**src/rtl/ctrl_pkg.sv**
```systemverilog
// Shared encodings for the single-bus control sequencer:
// opcodes, ALU op codes, FSM states and instruction classes.
package ctrl_pkg;

  localparam logic [4:0] OP_ADD  = 5'd0;
  localparam logic [4:0] OP_SUB  = 5'd1;
  localparam logic [4:0] OP_AND  = 5'd2;
  localparam logic [4:0] OP_OR   = 5'd3;
  localparam logic [4:0] OP_SHR  = 5'd4;
  localparam logic [4:0] OP_SHRA = 5'd5;
  localparam logic [4:0] OP_SHL  = 5'd6;
  localparam logic [4:0] OP_ROR  = 5'd7;
  localparam logic [4:0] OP_ROL  = 5'd8;
  localparam logic [4:0] OP_ADDI = 5'd9;
  localparam logic [4:0] OP_ANDI = 5'd10;
  localparam logic [4:0] OP_ORI  = 5'd11;
  localparam logic [4:0] OP_MUL  = 5'd12;
  localparam logic [4:0] OP_DIV  = 5'd13;
  localparam logic [4:0] OP_NEG  = 5'd14;
  localparam logic [4:0] OP_NOT  = 5'd15;
  localparam logic [4:0] OP_LD   = 5'd16;
  localparam logic [4:0] OP_ST   = 5'd17;
  localparam logic [4:0] OP_MFHI = 5'd18;
  localparam logic [4:0] OP_MFLO = 5'd19;
  localparam logic [4:0] OP_NOP  = 5'd20;
  localparam logic [4:0] OP_HALT = 5'd21;

  typedef enum logic [3:0] {
    ALU_ADD, ALU_SUB, ALU_AND, ALU_OR,
    ALU_SHR, ALU_SHRA, ALU_SHL, ALU_ROR,
    ALU_ROL, ALU_MUL, ALU_DIV, ALU_NEG,
    ALU_NOT, ALU_INC
  } alu_op_t;

  typedef enum logic [3:0] {
    S_F0, S_F1, S_F2, S_F3,
    S_T3, S_T4, S_T5, S_T6, S_T7,
    S_HALT, S_PAUSE, S_ABORT
  } state_t;

  typedef enum logic [3:0] {
    C_ALU, C_IMM, C_MULDIV, C_UNARY,
    C_LD, C_ST, C_MFHI, C_MFLO,
    C_NOP, C_HALT, C_BAD
  } class_t;

  function automatic class_t op_class(
    input logic [4:0] op
  );
    class_t c;
    unique case (1'b1)
      (op <= OP_ROL):
        c = C_ALU;
      (op >= OP_ADDI && op <= OP_ORI):
        c = C_IMM;
      (op == OP_MUL || op == OP_DIV):
        c = C_MULDIV;
      (op == OP_NEG || op == OP_NOT):
        c = C_UNARY;
      (op == OP_LD):   c = C_LD;
      (op == OP_ST):   c = C_ST;
      (op == OP_MFHI): c = C_MFHI;
      (op == OP_MFLO): c = C_MFLO;
      (op == OP_NOP):  c = C_NOP;
      (op == OP_HALT): c = C_HALT;
      default:         c = C_BAD;
    endcase
    return c;
  endfunction

  function automatic alu_op_t op_alu(
    input logic [4:0] op
  );
    alu_op_t a;
    unique case (op)
      OP_ADD, OP_ADDI: a = ALU_ADD;
      OP_SUB:          a = ALU_SUB;
      OP_AND, OP_ANDI: a = ALU_AND;
      OP_OR, OP_ORI:   a = ALU_OR;
      OP_SHR:          a = ALU_SHR;
      OP_SHRA:         a = ALU_SHRA;
      OP_SHL:          a = ALU_SHL;
      OP_ROR:          a = ALU_ROR;
      OP_ROL:          a = ALU_ROL;
      OP_MUL:          a = ALU_MUL;
      OP_DIV:          a = ALU_DIV;
      OP_NEG:          a = ALU_NEG;
      OP_NOT:          a = ALU_NOT;
      default:         a = ALU_ADD;
    endcase
    return a;
  endfunction

endpackage

```
**src/rtl/reg_select_decoder.sv**
```systemverilog
// 4-bit register field plus enable to a one-hot
// R0..R15 strobe vector (all zero when disabled).
module reg_select_decoder (
  input  logic [3:0]  sel,
  input  logic        en,
  output logic [15:0] onehot
);

  always_comb begin
    onehot = '0;
    if (en) onehot[sel] = 1'b1;
  end

endmodule

```
**src/rtl/control_sequencer.sv**
```systemverilog
// Hardwired Moore fetch/decode/execute sequencer for the single-bus datapath.
// Define CTRL_STEP_EN for single-step mode (PAUSE state + step input).
module control_sequencer
  import ctrl_pkg::*;
#(
  parameter int unsigned PC_INC     = 1,
  parameter int unsigned WAIT_LIMIT = 0
) (
  input  logic        clock,
  input  logic        clear,
  input  logic [31:0] ir,
  input  logic        mem_ready,
`ifdef CTRL_STEP_EN
  input  logic        step,
`endif
  output logic [15:0] rin,
  output logic [15:0] rout,
  output logic        hi_in,
  output logic        lo_in,
  output logic        hi_out,
  output logic        lo_out,
  output logic        zhigh_in,
  output logic        zlow_in,
  output logic        zhigh_out,
  output logic        zlow_out,
  output logic        pc_in,
  output logic        pc_out,
  output logic        mdr_in,
  output logic        mdr_out,
  output logic        mar_in,
  output logic        ir_in,
  output logic        y_in,
  output logic        cse_out,
  output logic        md_mux_read,
  output logic [31:0] c_sext,
  output logic [3:0]  alu_op,
  output logic        mem_read,
  output logic        mem_write,
  output logic        run,
  output logic        illegal
);

  state_t      state;
  logic [31:0] wait_cnt;
  logic [4:0]  op;
  logic [3:0]  ra, rb, rc;
  class_t      cls;
  alu_op_t     alu_sel;
  logic [3:0]  rout_sel;
  logic        rout_en, rin_en;
  logic        in_wait, timeout;
  logic        unused_cfg;

  assign op     = ir[31:27];
  assign ra     = ir[26:23];
  assign rb     = ir[22:19];
  assign rc     = ir[18:15];
  assign cls    = op_class(op);
  assign c_sext = {{13{ir[18]}}, ir[18:0]};
  assign alu_op = alu_sel;
  assign run    = clear || (state != S_HALT);

  // PC increment amount lives in the ALU; the sequencer only issues INC.
  assign unused_cfg = (PC_INC != 0);

  assign in_wait = (state == S_F2)
    || (state == S_T6 && cls == C_LD)
    || (state == S_T7 && cls == C_ST);

  assign timeout = (WAIT_LIMIT != 0)
    && (wait_cnt == 32'(WAIT_LIMIT - 1));

  localparam state_t DONE =
`ifdef CTRL_STEP_EN
    S_PAUSE;
`else
    S_F0;
`endif

  always_ff @(posedge clock) begin
    if (clear) begin
      state    <= S_F0;
      wait_cnt <= '0;
    end else if (in_wait && !mem_ready) begin
      if (timeout) begin
        state    <= S_ABORT;
        wait_cnt <= '0;
      end else begin
        wait_cnt <= wait_cnt + 32'd1;
      end
    end else begin
      wait_cnt <= '0;
      unique case (state)
        S_F0: state <= S_F1;
        S_F1: state <= S_F2;
        S_F2: state <= S_F3;
        S_F3: state <= S_T3;
        S_T3:
          unique case (cls)
            C_MFHI, C_MFLO, C_NOP:
              state <= DONE;
            C_HALT: state <= S_HALT;
            C_BAD:  state <= S_F0;
            default: state <= S_T4;
          endcase
        S_T4:
          state <= (cls == C_UNARY) ? DONE : S_T5;
        S_T5:
          state <= (cls == C_ALU || cls == C_IMM)
            ? DONE : S_T6;
        S_T6:
          state <= (cls == C_MULDIV) ? DONE : S_T7;
        S_T7:   state <= DONE;
        S_HALT: state <= S_HALT;
`ifdef CTRL_STEP_EN
        S_PAUSE: if (step) state <= S_F0;
`else
        S_PAUSE: state <= S_F0;
`endif
        S_ABORT: state <= S_F0;
        default: state <= S_F0;
      endcase
    end
  end

  always_comb begin
    hi_in = 1'b0; lo_in = 1'b0;
    hi_out = 1'b0; lo_out = 1'b0;
    zhigh_in = 1'b0; zlow_in = 1'b0;
    zhigh_out = 1'b0; zlow_out = 1'b0;
    pc_in = 1'b0; pc_out = 1'b0;
    mdr_in = 1'b0; mdr_out = 1'b0;
    mar_in = 1'b0; ir_in = 1'b0;
    y_in = 1'b0; cse_out = 1'b0;
    md_mux_read = 1'b0;
    mem_read = 1'b0; mem_write = 1'b0;
    illegal = 1'b0;
    alu_sel = ALU_ADD;
    rout_sel = rb;
    rout_en = 1'b0;
    rin_en = 1'b0;
    if (!clear) begin
      unique case (state)
        S_F0: begin
          pc_out = 1'b1; mar_in = 1'b1;
          alu_sel = ALU_INC; zlow_in = 1'b1;
        end
        S_F1: begin
          zlow_out = 1'b1; pc_in = 1'b1;
        end
        // MDR keeps loading Mdatain; the ready cycle's value sticks.
        S_F2: begin
          mem_read = 1'b1;
          md_mux_read = 1'b1; mdr_in = 1'b1;
        end
        S_F3: begin
          mdr_out = 1'b1; ir_in = 1'b1;
        end
        S_T3:
          unique case (cls)
            C_ALU, C_IMM: begin
              rout_en = 1'b1; y_in = 1'b1;
            end
            C_LD, C_ST: begin
              rout_en = (rb != 4'd0); y_in = 1'b1;
            end
            C_MULDIV: begin
              rout_sel = ra; rout_en = 1'b1;
              y_in = 1'b1;
            end
            C_UNARY: begin
              rout_en = 1'b1; alu_sel = op_alu(op);
              zlow_in = 1'b1;
            end
            C_MFHI: begin
              hi_out = 1'b1; rin_en = 1'b1;
            end
            C_MFLO: begin
              lo_out = 1'b1; rin_en = 1'b1;
            end
            C_BAD: illegal = 1'b1;
            default: ;
          endcase
        S_T4:
          unique case (cls)
            C_ALU: begin
              rout_sel = rc; rout_en = 1'b1;
              alu_sel = op_alu(op); zlow_in = 1'b1;
            end
            C_IMM: begin
              cse_out = 1'b1;
              alu_sel = op_alu(op); zlow_in = 1'b1;
            end
            C_MULDIV: begin
              rout_en = 1'b1; alu_sel = op_alu(op);
              zhigh_in = 1'b1; zlow_in = 1'b1;
            end
            C_UNARY: begin
              zlow_out = 1'b1; rin_en = 1'b1;
            end
            C_LD, C_ST: begin
              cse_out = 1'b1; zlow_in = 1'b1;
            end
            default: ;
          endcase
        S_T5:
          unique case (cls)
            C_ALU, C_IMM: begin
              zlow_out = 1'b1; rin_en = 1'b1;
            end
            C_MULDIV: begin
              zlow_out = 1'b1; lo_in = 1'b1;
            end
            C_LD, C_ST: begin
              zlow_out = 1'b1; mar_in = 1'b1;
            end
            default: ;
          endcase
        S_T6:
          unique case (cls)
            C_MULDIV: begin
              zhigh_out = 1'b1; hi_in = 1'b1;
            end
            C_LD: begin
              mem_read = 1'b1;
              md_mux_read = 1'b1; mdr_in = 1'b1;
            end
            C_ST: begin
              rout_sel = ra; rout_en = 1'b1;
              mdr_in = 1'b1;
            end
            default: ;
          endcase
        S_T7:
          unique case (cls)
            C_LD: begin
              mdr_out = 1'b1; rin_en = 1'b1;
            end
            C_ST: mem_write = 1'b1;
            default: ;
          endcase
        S_ABORT: illegal = 1'b1;
        default: ;
      endcase
    end
  end

  reg_select_decoder u_rin (
    .sel    (ra),
    .en     (rin_en),
    .onehot (rin)
  );

  reg_select_decoder u_rout (
    .sel    (rout_sel),
    .en     (rout_en),
    .onehot (rout)
  );

endmodule
```
**config.mk**
```make
export PLATFORM = sky130hd
export DESIGN_NAME = control_sequencer
export DESIGN_NICKNAME = d
export VERILOG_FILES = /design/src/rtl/ctrl_pkg.sv /design/src/rtl/reg_select_decoder.sv /design/src/rtl/control_sequencer.sv
export SDC_FILE = /design/constraint.sdc
export NUM_CORES = 1
export LEC_CHECK = 0
export BUFFER_PORTS_ARGS = -buffer_cell sky130_fd_sc_hd__clkbuf_2
export CELL_PAD_IN_SITES_DETAIL_PLACEMENT = 1
export CELL_PAD_IN_SITES_GLOBAL_PLACEMENT = 1
export CORE_MARGIN = 3
export CORE_UTILIZATION = 31
export CTS_CLUSTER_SIZE = 40
export DETAILED_ROUTE_END_ITERATION = 8
export GPL_TIMING_DRIVEN = 0
export PLACE_DENSITY_LB_ADDON = 0.1
export SYNTH_ARGS = -nofsm -noshare
export SYNTH_HDL_FRONTEND = slang
export SYNTH_SLANG_ARGS = --single-unit
```
**constraint.sdc**
```tcl
create_clock -name clock -period 6.7 [get_ports clock]
set_input_delay 1.675 -clock clock [delete_from_list [all_inputs] [get_ports clock]]
set_output_delay 1.675 -clock clock [all_outputs]
set_load 0.02 [all_outputs]
```
Word level (Yosys, flattened, before mapping)

Memories as Yosys holds them, arrays and structs flattened.
Index checks and enable logic that the tools add are counted.

Muxes and demuxes: 79
Eq/ne operators: 31
Reductions and logical operators: 24
Magnitude comparators: 7

Operators with widths:

| cell                                                            | count |
|---|---|
| 2-to-1 mux 1 bit                                                | 46 |
| 2-to-1 mux 4 bit                                                | 11 |
| one-hot mux 4 bit (10 select lines)                             | 1 |
| one-hot mux 4 bit (3 select lines)                              | 3 |
| one-hot mux 4 bit (9 select lines)                              | 1 |
| == test 4 x 3 -> 1 bit (second input constant)                  | 8 |
| 2-to-1 mux 16 bit                                               | 2 |
| == test 5 bit (second input constant)                           | 6 |
| == test 4 bit (second input constant)                           | 6 |
| == test 5 x 4 -> 1 bit (second input constant)                  | 4 |
| == test 4 x 2 -> 1 bit (second input constant)                  | 4 |
| one-hot mux 1 bit (2 select lines)                              | 6 |
| less-or-equal comparator 5 x 4 -> 1 bit (second input constant) | 2 |
| less-than comparator 4 x 5 -> 1 bit (second input constant)     | 2 |
| one-hot mux 1 bit (3 select lines)                              | 3 |
| demux 1 bit (select 4 bit)                                      | 2 |
| == test 4 x 1 -> 1 bit (second input constant)                  | 2 |
| >= comparator 4 x 1 -> 1 bit (second input constant)            | 2 |
| logical NOT 4 bit                                               | 2 |
| one-hot mux 4 bit (2 select lines)                              | 1 |
| OR reduction 2 bit                                              | 4 |
| OR reduction 4 bit                                              | 2 |
| logical AND 1 bit                                               | 6 |
| logical OR 1 bit                                                | 6 |
| 8 further kinds                                                 | 9 |

Output and inout bits: 89
Memories: 4
ROM bits: 256
Bits in registers: 4
Input port bits: 35

Memories:

| memory          | depth | width | rd ports | clocked after memory_dff | write ports | line           | RTL |
|---|---|---|---|---|---|---|---|
| (no name shown) | 16    | 4     | 1        | 0                        | 0           | ctrl_pkg.sv:75 | `unique case (op)` |
| (no name shown) | 16    | 4     | 1        | 0                        | 0           | ctrl_pkg.sv:75 |  |
| (no name shown) | 16    | 4     | 1        | 0                        | 0           | ctrl_pkg.sv:75 |  |
| (no name shown) | 16    | 4     | 1        | 0                        | 0           | ctrl_pkg.sv:75 |  |

Longest topological paths before layout

Gate-level depths: netlist of the first run.

Word-level depth: 12
Gate-level depth with buffers: 12
Mapped depth without buffers: 9

Modules after synthesis

Synthesis of the first run repeated with hierarchy kept, for this count alone.

Cells, all modules: 268
Area total of the unflattened synthesis: 1752.9 um2

Modules (own cells, without submodules):

| module             | cells each | seq. area each (um2) | area each (um2) | instances |
|---|---|---|---|---|
| control_sequencer  | 222        | 80.1                 | 1517.7          | 1 |
| reg_select_decoder | 23         | 0.0                  | 117.6           | 2 |

Worst setup path after synthesis of the first run

No wires, ideal clock.

Path kind: input-to-output
Start point: in ir[28]
End point: out rout[13]
Arrival: 4227 ps
Path slack: 798 ps
Required time: 5025 ps
Cell stages on the path: 9
Buffers on the path: 1
Cells stage by stage: inv_1 ha_1 buf_2 o311ai_2 nand2_1 nor3_1 a32oi_1 a21bo_2 nor4bb_1

Cells in the longest elaborated chain, start to end: 12
Elaborated cells between the ends (all ways): 42
Classes of those cells: 5 x order compare; 15 x eq/ne; 14 x mux; 8 x reduce/logical

Ends and longest elaborated chain:

| item                                                                                                      | line                                                                         | RTL |
|---|---|---|
| start, declared                                                                                           | control_sequencer.sv:11                                                      | `input logic [31:0] ir,` |
| >= comparator 5 x 4 -> 1 bit, or another cell as far along                                                | ctrl_pkg.sv:54                                                               | `(op >= OP_ADDI && op <= OP_ORI):` |
| logical AND 1 bit, or another cell as far along                                                           | ctrl_pkg.sv:54                                                               |  |
| one-hot mux 4 bit (10 select lines) (*)                                                                   | ctrl_pkg.sv:51                                                               | `unique case (1'b1)` |
| == test 4 x 3 -> 1 bit, or another cell as far along                                                      | control_sequencer.sv:160, control_sequencer.sv:220                           |  |
| 2-to-1 mux 4 bit (on tied branches)                                                                       | control_sequencer.sv:220, control_sequencer.sv:160, control_sequencer.sv:185 |  |
| one-hot mux 4 bit (3 select lines)                                                                        | control_sequencer.sv:143                                                     | `unique case (state)` |
| 2-to-1 mux 4 bit                                                                                          | control_sequencer.sv:142                                                     | `if (!clear) begin` |
| less-than comparator 4 x 5 -> 1 bit (implied by the code) or >= comparator 4 x 1 -> 1 bit (tied branches) | reg_select_decoder.sv:11                                                     | `if (en) onehot[sel] = 1'b1;` |
| logical AND 1 bit (implied by the code)                                                                   | reg_select_decoder.sv:11                                                     |  |
| 2-to-1 mux 1 bit (implied by the code)                                                                    | reg_select_decoder.sv:11                                                     |  |
| demux 1 bit (select 4 bit)                                                                                | n/a                                                                          |  |
| 2-to-1 mux 16 bit (*)                                                                                     | reg_select_decoder.sv:11                                                     |  |
| end, declared                                                                                             | control_sequencer.sv:17                                                      | `output logic [15:0] rout,` |

Mark *: on every way between the ends. The rest lies on a longest branch, timed or not.

Final worst setup path of the first run

Start point: in ir[27]
End point: out rout[8]

The elaborated chain is that of the path after synthesis.

==> qor.txt, run 1 <==
Logic pwr share - 75.0%
Num CTS Buffers - 3
Design Power - 0.000346 W
internal power - 0.000158 W
Avg WL per Cell - 16.1 um
relative slew slack - 50.3%
CTS root buf - clkbuf_8
drt initial violations - 112
Post-synth EDFFs - 0
Initial Utilization - 32.3%
RSZ-0062 raised after global routing - no
largest register by flop count - state
area of the multi-input gates - 1500 sq um
Clock Sinks - 4
Syn Inst Count - 275
PnR worst setup slack - 296 ps
clock share of power - 14.4%
status - completed
maximum clock rate - 0.156 GHz
TritonRoute pass-1 iters - 4
max cap viols - 0
switch share - 54.2%
peak supply drop - 0.121 mV
core box area - 5990 sq um
initial antenna violation count - 0
Clk Latency, worst-skew pair - 210 ps
max reg flops - 4
Slew Viols, Final - 0
fraction of layout cells with a size suffix above 1 - 47.0%
clock skew - 1.00 ps
distinct cell type count after synthesis - 72
Via Count - 2504
Worst Setup End Kind - output port
Syn Area/Cell - 7.03 sq um
final hold vios - 0
Crit Path Category - in -> out
final number of setup-violating endpoints - 0
Port Buffer Count - 107
Slew @ Worst Pin - 744 ps
dominant synthesized flop cell - dfxtp_1
Global Route Usage Sum - 19.3%
Max clock buf depth - 2
Ys Warns - 0
PD cells - 132 nW/um^2
Post-DP Area - 2560 sq um
hold crit path type - reg -> reg
area delta synth->final - 35.5%
# rows - 28
storage element area - 80.1 sq um
Final TNS setup - 0 ps
P_leak - 1.22 nW
Die H - 85.0 um
worst hold start - state[3]$_SDFFE_PP0N_
DIE AREA - 7220 sq um
GP Congestion - 0.926
crit path launch - ir[27]
n_diodes - 0
Total Wirelength - 7390 um
Synth Cell Area - 1930 sq um
crit path max fanout - 10
crit start category - input port
sequential-to-total area share from yosys stat - 4.14%
clock period minus worst slack - 6400 ps
Layout Cell Area excl Fill - 2620 sq um
Critical Path RT - 5030 ps
grt ovf - 0
WP data arrival - 4730 ps
Async S/R FF share, synth - 0%
number of fill cells - 811
commonest non-fill, non-tap cell in the layout - clkbuf_2
Yosys reg bits - 4
fin crit share - 95.6%
worst r2r src - state[0]$_SDFFE_PP0N_
pre-CTS setup slack - 195 ps
largest net degree at the start of global routing - 16
Flop pwr share - 10.6%
clk slew on worst S/H paths - 30 ps
CTS tree - yes
Final ANT Viol Nets - 0
DRC viols - 0
Mapped Nets - 314
largest registers - state: 4 flops
first-pass GRT wire length - 11900 um
width of the die - 85.0 um
# H-tree levels - 1
DP Wirelength - 6040 um
# IOs - 124
switching pwr - 0.000187 W
number of global-route vias before repair - 2424
DR vias/cell - 5.44
fin nets - 426
most frequent cells in the layout - clkbuf_2, nor2_1, buf_4, nand2_1, nor3_1
## what timing repair did
item	4_1_cts	5_1_grt
hold buffers	0	0
endpoints found under the setup margin	0	5
gates resized for setup	0	2
buffers inserted	0	0
hold endpoints to repair	0	0
## synthesized netlist by cell type, drive strengths merged, types with 5 or more instances
cell / instances / area [sq um]
inv: 6 / 22.5
nor4bb: 5 / 50.1
o211ai: 5 / 42.5
a21oi: 13 / 80.1
nand2b: 6 / 37.5
nor2: 39 / 146
buf: 47 / 334
nand3: 9 / 50.1
nor4: 7 / 56.3
nor4b: 8 / 131
nor3: 12 / 60.1
nand2: 21 / 78.8
o21ai: 10 / 53.8
## cell type report
| cell class | instances | share of cell area, % |
|---|---|---|
| Clock buffer | 3 | 1.58 |
| Inverter | 6 | 0.860 |
| Multi-Input combinational cell | 214 | 57.2 |
| Sequential cell | 4 | 3.06 |
| Tap cell | 75 | 3.58 |
| Timing Repair Buffer | 107 | 20.4 |
| Buffer | 51 | 13.3 |
## stage by stage
stage	hold WS [ps]	utilization, %	std cells
6_report	793	43.7	460
5_1_grt	851	43.7	460
4_1_cts	790	43.5	460
3_5_place_dp	784	42.8	457
3_3_place_gp	783	42.8	457
2_1_floorplan	672	-	275
## power by group through the flow
stage	Combinational [W]	Clock, W	Sequential, W
3_5_place_dp	0.000257	0	0.0000369
2_1_floorplan	0.000183	0	0.0000349
6_report	0.000259	0.0000497	0.0000368
5_1_grt	0.000283	0.0000524	0.0000382
3_3_place_gp	0.000254	0	0.0000366
4_1_cts	0.000259	0.0000510	0.0000366
## critical path, cell delays in order
cell and delay [ps]:
clkbuf_2 160, ha_1 330, nand4b_1 300, o311a_1 200, nor2_1 410, mux2_2 440
and3_1 190, a221o_1 340, buf_4 210, nor4b_2 260, clkbuf_2 210
## worst paths after layout
| path | end | slack (ps) | cells past startpoint |
|---|---|---|---|
| worst max-delay path | rout[8] | 300 | 11 |
| worst max register to register | state[2]$_SDFFE_PP0N_ | 4420 | 6 |
| worst min-delay path | state[3]$_SDFFE_PP0N_ | 790 | 3 |
| worst min register to register | state[3]$_SDFFE_PP0N_ | 790 | 3 |
## kinds of logic (layout without fill, tap and decap cells)
group	Yosys count	count (layout)	share of synthesized area, %
adders and majority gates	4	4	2.59
AOI/OAI and AO/OA	63	63	25.8
muxes	4	4	2.14
and+or+nand+nor	143	143	46.1
buffers and inverters	57	167	19.2
DFF	4	4	4.14
## routing by layer
metal	vias up	routed length, um	GRT usage [%]	share of wire (%)
met5	-	0	0	0
met3	6	374	1.07	5.1
met1	1194	3360	26.1	45
met2	87	3610	34.0	49
met4	0	51	3.60	0.69
li1	1217	-	-	-
Note: power is estimated with default switching activity, not from simulation.
==> run 2, diff against run 1 <==
==> constraint.sdc (replaced) <==
create_clock -name clock -period 6.7 [get_ports clock]
set_input_delay 0.335 -clock clock [delete_from_list [all_inputs] [get_ports clock]]
set_output_delay 0.335 -clock clock [all_outputs]
set_load 0.02 [all_outputs]
==> qor.txt, run 2 (synthesis results as in run 1) <==
pre-CTS setup slack - 2870 ps
P_leak - 1.22 nW
Final ANT Viol Nets - 0
maximum clock rate - 0.264 GHz
fin nets - 426
Layout Cell Area excl Fill - 2600 sq um
relative slew slack - 49.7%
switching pwr - 0.000187 W
GP Congestion - 0.926
switch share - 54.2%
WP data arrival - 3460 ps
PnR worst setup slack - 2910 ps
most frequent cells in the layout - clkbuf_2, nor2_1, buf_4, nand2_1, nor3_1
largest net degree at the start of global routing - 16
fraction of layout cells with a size suffix above 1 - 46.8%
# rows - 28
internal power - 0.000158 W
Avg WL per Cell - 16.0 um
peak supply drop - 0.122 mV
Initial Utilization - 32.3%
Clock Sinks - 4
CTS tree - yes
Logic pwr share - 74.9%
TritonRoute pass-1 iters - 4
Port Buffer Count - 107
final number of setup-violating endpoints - 0
Num CTS Buffers - 3
grt ovf - 0
Crit Path Category - in -> out
Slew Viols, Final - 0
initial antenna violation count - 0
largest register by flop count - state
DR vias/cell - 5.50
Hold-fix buffers, CTS - 0
crit path max fanout - 10
clock period minus worst slack - 3790 ps
final hold vios - 0
Clk Latency, worst-skew pair - 210 ps
hold crit path type - in -> reg
clk slew on worst S/H paths - 30 ps
Slew @ Worst Pin - 752 ps
# H-tree levels - 1
Flop pwr share - 10.7%
Post-DP Area - 2560 sq um
commonest non-fill, non-tap cell in the layout - clkbuf_2
PostCTS Resize Cnt - 0
setup repair bufs after CTS - 0
status - completed
number of fill cells - 811
core box area - 5990 sq um
Global Route Usage Sum - 19.3%
DP Wirelength - 6040 um
DIE AREA - 7220 sq um
largest registers - state: 4 flops
width of the die - 85.0 um
# IOs - 124
Worst Setup End Kind - output port
first-pass GRT wire length - 11900 um
DRC viols - 0
Max clock buf depth - 2
clock share of power - 14.4%
Die H - 85.0 um
RSZ-0062 raised after global routing - no
CTS root buf - clkbuf_8
max reg flops - 4
max cap viols - 0
Critical Path RT - 6360 ps
drt initial violations - 129
crit start category - input port
Total Wirelength - 7350 um
number of global-route vias before repair - 2424
fin crit share - 56.6%
clock skew - 1.00 ps
Via Count - 2528
Final TNS setup - 0 ps
PD cells - 132 nW/um^2
area delta synth->final - 34.7%
n_diodes - 0
run 2: layout make-up:
type	instances	area (sq um)	area share, %
clock buffer	3	41.3	1.59
timing repair buffer	107	536	20.6
sequential	4	80.1	3.08
inverter	6	22.5	0.865
multi-input combinational	214	1480	56.9
buffer	51	349	13.4
tap	75	93.8	3.60
run 2: power groups by stage:
stage / Sequential, W / Clock (W) / Combinational (W)
2_1_floorplan: 0.0000349 / 0 / 0.000183
3_3_place_gp: 0.0000366 / 0 / 0.000254
3_5_place_dp: 0.0000369 / 0 / 0.000257
4_1_cts: 0.0000366 / 0.0000510 / 0.000259
5_1_grt: 0.0000382 / 0.0000524 / 0.000282
6_report: 0.0000369 / 0.0000496 / 0.000258
run 2: path summary, 6_finish.rpt:
| path | startpoint | endpoint | slack [ps] | cells past startpoint |
|---|---|---|---|---|
| min | mem_ready | state[2]$_SDFFE_PP0N_ | 440 | 4 |
| max | ir[28] | rout[8] | 2910 | 12 |
| max reg2reg | state[0]$_SDFFE_PP0N_ | state[2]$_SDFFE_PP0N_ | 4410 | 6 |
| min reg2reg | state[3]$_SDFFE_PP0N_ | state[3]$_SDFFE_PP0N_ | 800 | 3 |
run 2: stage by stage:
step                      hold WS (ps)  instances  power [W]  util [%]
final                              443        460   0.000345      43.5
after floorplan                    518        275   0.000218         -
after CTS                          449        460   0.000346      43.5
after global routing               480        460   0.000372      43.5
after detailed placement           668        457   0.000294      42.8
after global placement             653        457   0.000291      42.8
run 2: layer usage:
| metal | vias up | routed length, um | GRT usage [%] |
|---|---|---|---|
| met1 | 1199 | 3330 | 26.1 |
| met2 | 99 | 3530 | 34.0 |
| met3 | 10 | 421 | 1.07 |
| li1 | 1220 | - | - |
| met5 | - | 0 | 0 |
| met4 | 0 | 72 | 3.60 |
run 2: critical path, cell delays in order:
cell and delay, ps:
clkbuf_2 170, inv_1 80, ha_1 170, buf_2 180, o311ai_2 600, nand2_1 400, o211ai_1 310, o211ai_2 150
a221o_2 420, buf_6 170, nor4b_2 280, clkbuf_2 210
==> run 3, diff against run 2 <==
CORE_UTILIZATION = 26   (was 31)
clock period = 3.4 ns   (was 6.7 ns; I/O delays follow)
==> qor.txt, run 3 (synthesis results as in run 1) <==
status - completed
area delta synth->final - 39.3%
switch share - 53.9%
Max clock buf depth - 2
worst hold start - mem_ready
worst r2r src - state[2]$_SDFFE_PP0N_
Crit Path Category - in -> out
peak supply drop - 0.227 mV
Critical Path RT - 3230 ps
Via Count - 2483
WP data arrival - 3100 ps
crit start category - input port
Slew Viols, Final - 0
largest registers - state: 4 flops
grt ovf - 0
crit path max fanout - 7
Global Route Usage Sum - 17.2%
Logic pwr share - 75.4%
fin nets - 429
Die H - 92.2 um
core box area - 6980 sq um
flop2flop setup slack - 1310 ps
most frequent cells in the layout - clkbuf_2, buf_4, nor2_1, nand2_1, nor3_1
relative slew slack - 58.4%
Slew @ Worst Pin - 623 ps
pre-CTS setup slack - -86.0 ps
final number of setup-violating endpoints - 0
# rows - 30
clk slew on worst S/H paths - 30 ps
storage element area - 80.1 sq um
width of the die - 92.2 um
# H-tree levels - 1
max reg flops - 4
Clock Sinks - 4
Num CTS Buffers - 3
number of global-route vias before repair - 2456
Worst Setup End Kind - output port
clock period minus worst slack - 3270 ps
fraction of layout cells with a size suffix above 1 - 48.5%
Final ANT Viol Nets - 0
Avg WL per Cell - 15.8 um
number of fill cells - 942
worst r2r path cells - 7
Clk Latency, worst-skew pair - 210 ps
drt initial violations - 163
P_leak - 1.24 nW
DIE AREA - 8510 sq um
max cap viols - 0
TritonRoute pass-1 iters - 4
Flop pwr share - 10.6%
Total Wirelength - 7630 um
initial antenna violation count - 0
GP Congestion - 0.887
Hold-fix buffers, CTS - 0
DR vias/cell - 5.13
final hold vios - 0
first-pass GRT wire length - 12400 um
WHS Path Cells - 4
fin crit share - 96.2%
n_diodes - 0
switching pwr - 0.000373 W
clock skew - 2.21 ps
Design Power - 0.000693 W
maximum clock rate - 0.306 GHz
area of the multi-input gates - 1520 sq um
largest register by flop count - state
hold crit path type - in -> reg
RSZ-0062 raised after global routing - no
WHS - 276 ps
clock share of power - 14.0%
CTS root buf - clkbuf_8
PD cells - 257 nW/um^2
worst r2r dst - state[3]$_SDFFE_PP0N_
# IOs - 124
internal power - 0.000320 W
largest net degree at the start of global routing - 16
Initial Utilization - 27.7%
PnR worst setup slack - 129 ps
DRC viols - 0
DP Wirelength - 6300 um
Port Buffer Count - 107
Worst Hold End - state[2]$_SDFFE_PP0N_
CTS tree - yes
commonest non-fill, non-tap cell in the layout - clkbuf_2
## run 3: through the flow
stage / utilization, % / instance area (sq um) / cells / TNS, ps
after floorplan: - / 1930 / 275 / 0
after global placement: 37.1 / 2590 / 478 / -342
after detailed placement: 37.1 / 2590 / 478 / -614
after CTS: 37.9 / 2650 / 481 / 0
after global routing: 38.6 / 2690 / 484 / 0
final: 38.6 / 2690 / 484 / 0
## run 3: how the worst max path moves through the flow
stage,start,endpoint,cells past startpoint
final,ir[27],rin[0],11
after global placement,ir[28],rout[5],12
after detailed placement,ir[28],rout[5],12
after CTS,ir[27],rout[5],11
after floorplan,ir[28],rout[13],9
after global routing,ir[28],rout[12],13
## run 3: timing repair
action | CTS | global route
setup buffers | 0 | 3
endpoints found under the setup margin | 11 | 17
resized for setup | 2 | 7
pin swaps | 0 | 3
## run 3: power groups by stage
stage	clock (W)	combinational, W	sequential (W)
floorplan	0	0.000361	0.0000688
global placement	0	0.000507	0.0000721
detailed placement	0	0.000511	0.0000726
CTS	0.000100	0.000516	0.0000721
global route	0.000105	0.000576	0.0000759
finish	0.0000968	0.000523	0.0000735
## run 3: worst max-delay path, stage by stage
cell	delay (ps)
clkbuf_2	190
inv_1	110
ha_1	290
nor4_1	440
o22ai_1	300
a31oi_2	250
a41oi_1	160
a211oi_2	390
or3b_1	450
nor3_1	160
clkbuf_2	200
## run 3: final cells by class
class,count,area share [%]
multi-input combinational,214,56.5
timing repair buffer,110,20.7
buffer,51,13.0
tap,96,4.46
sequential,4,2.97
clock buffer,3,1.53
inverter,6,0.836
## run 3: metal layers
layer	GRT usage (%)	share of wire (%)	wire length, um
met1	23.0	46	3540
met2	29.3	46	3490
met3	2.46	6.7	514
met4	3.09	0.98	75
met5	0	0	0
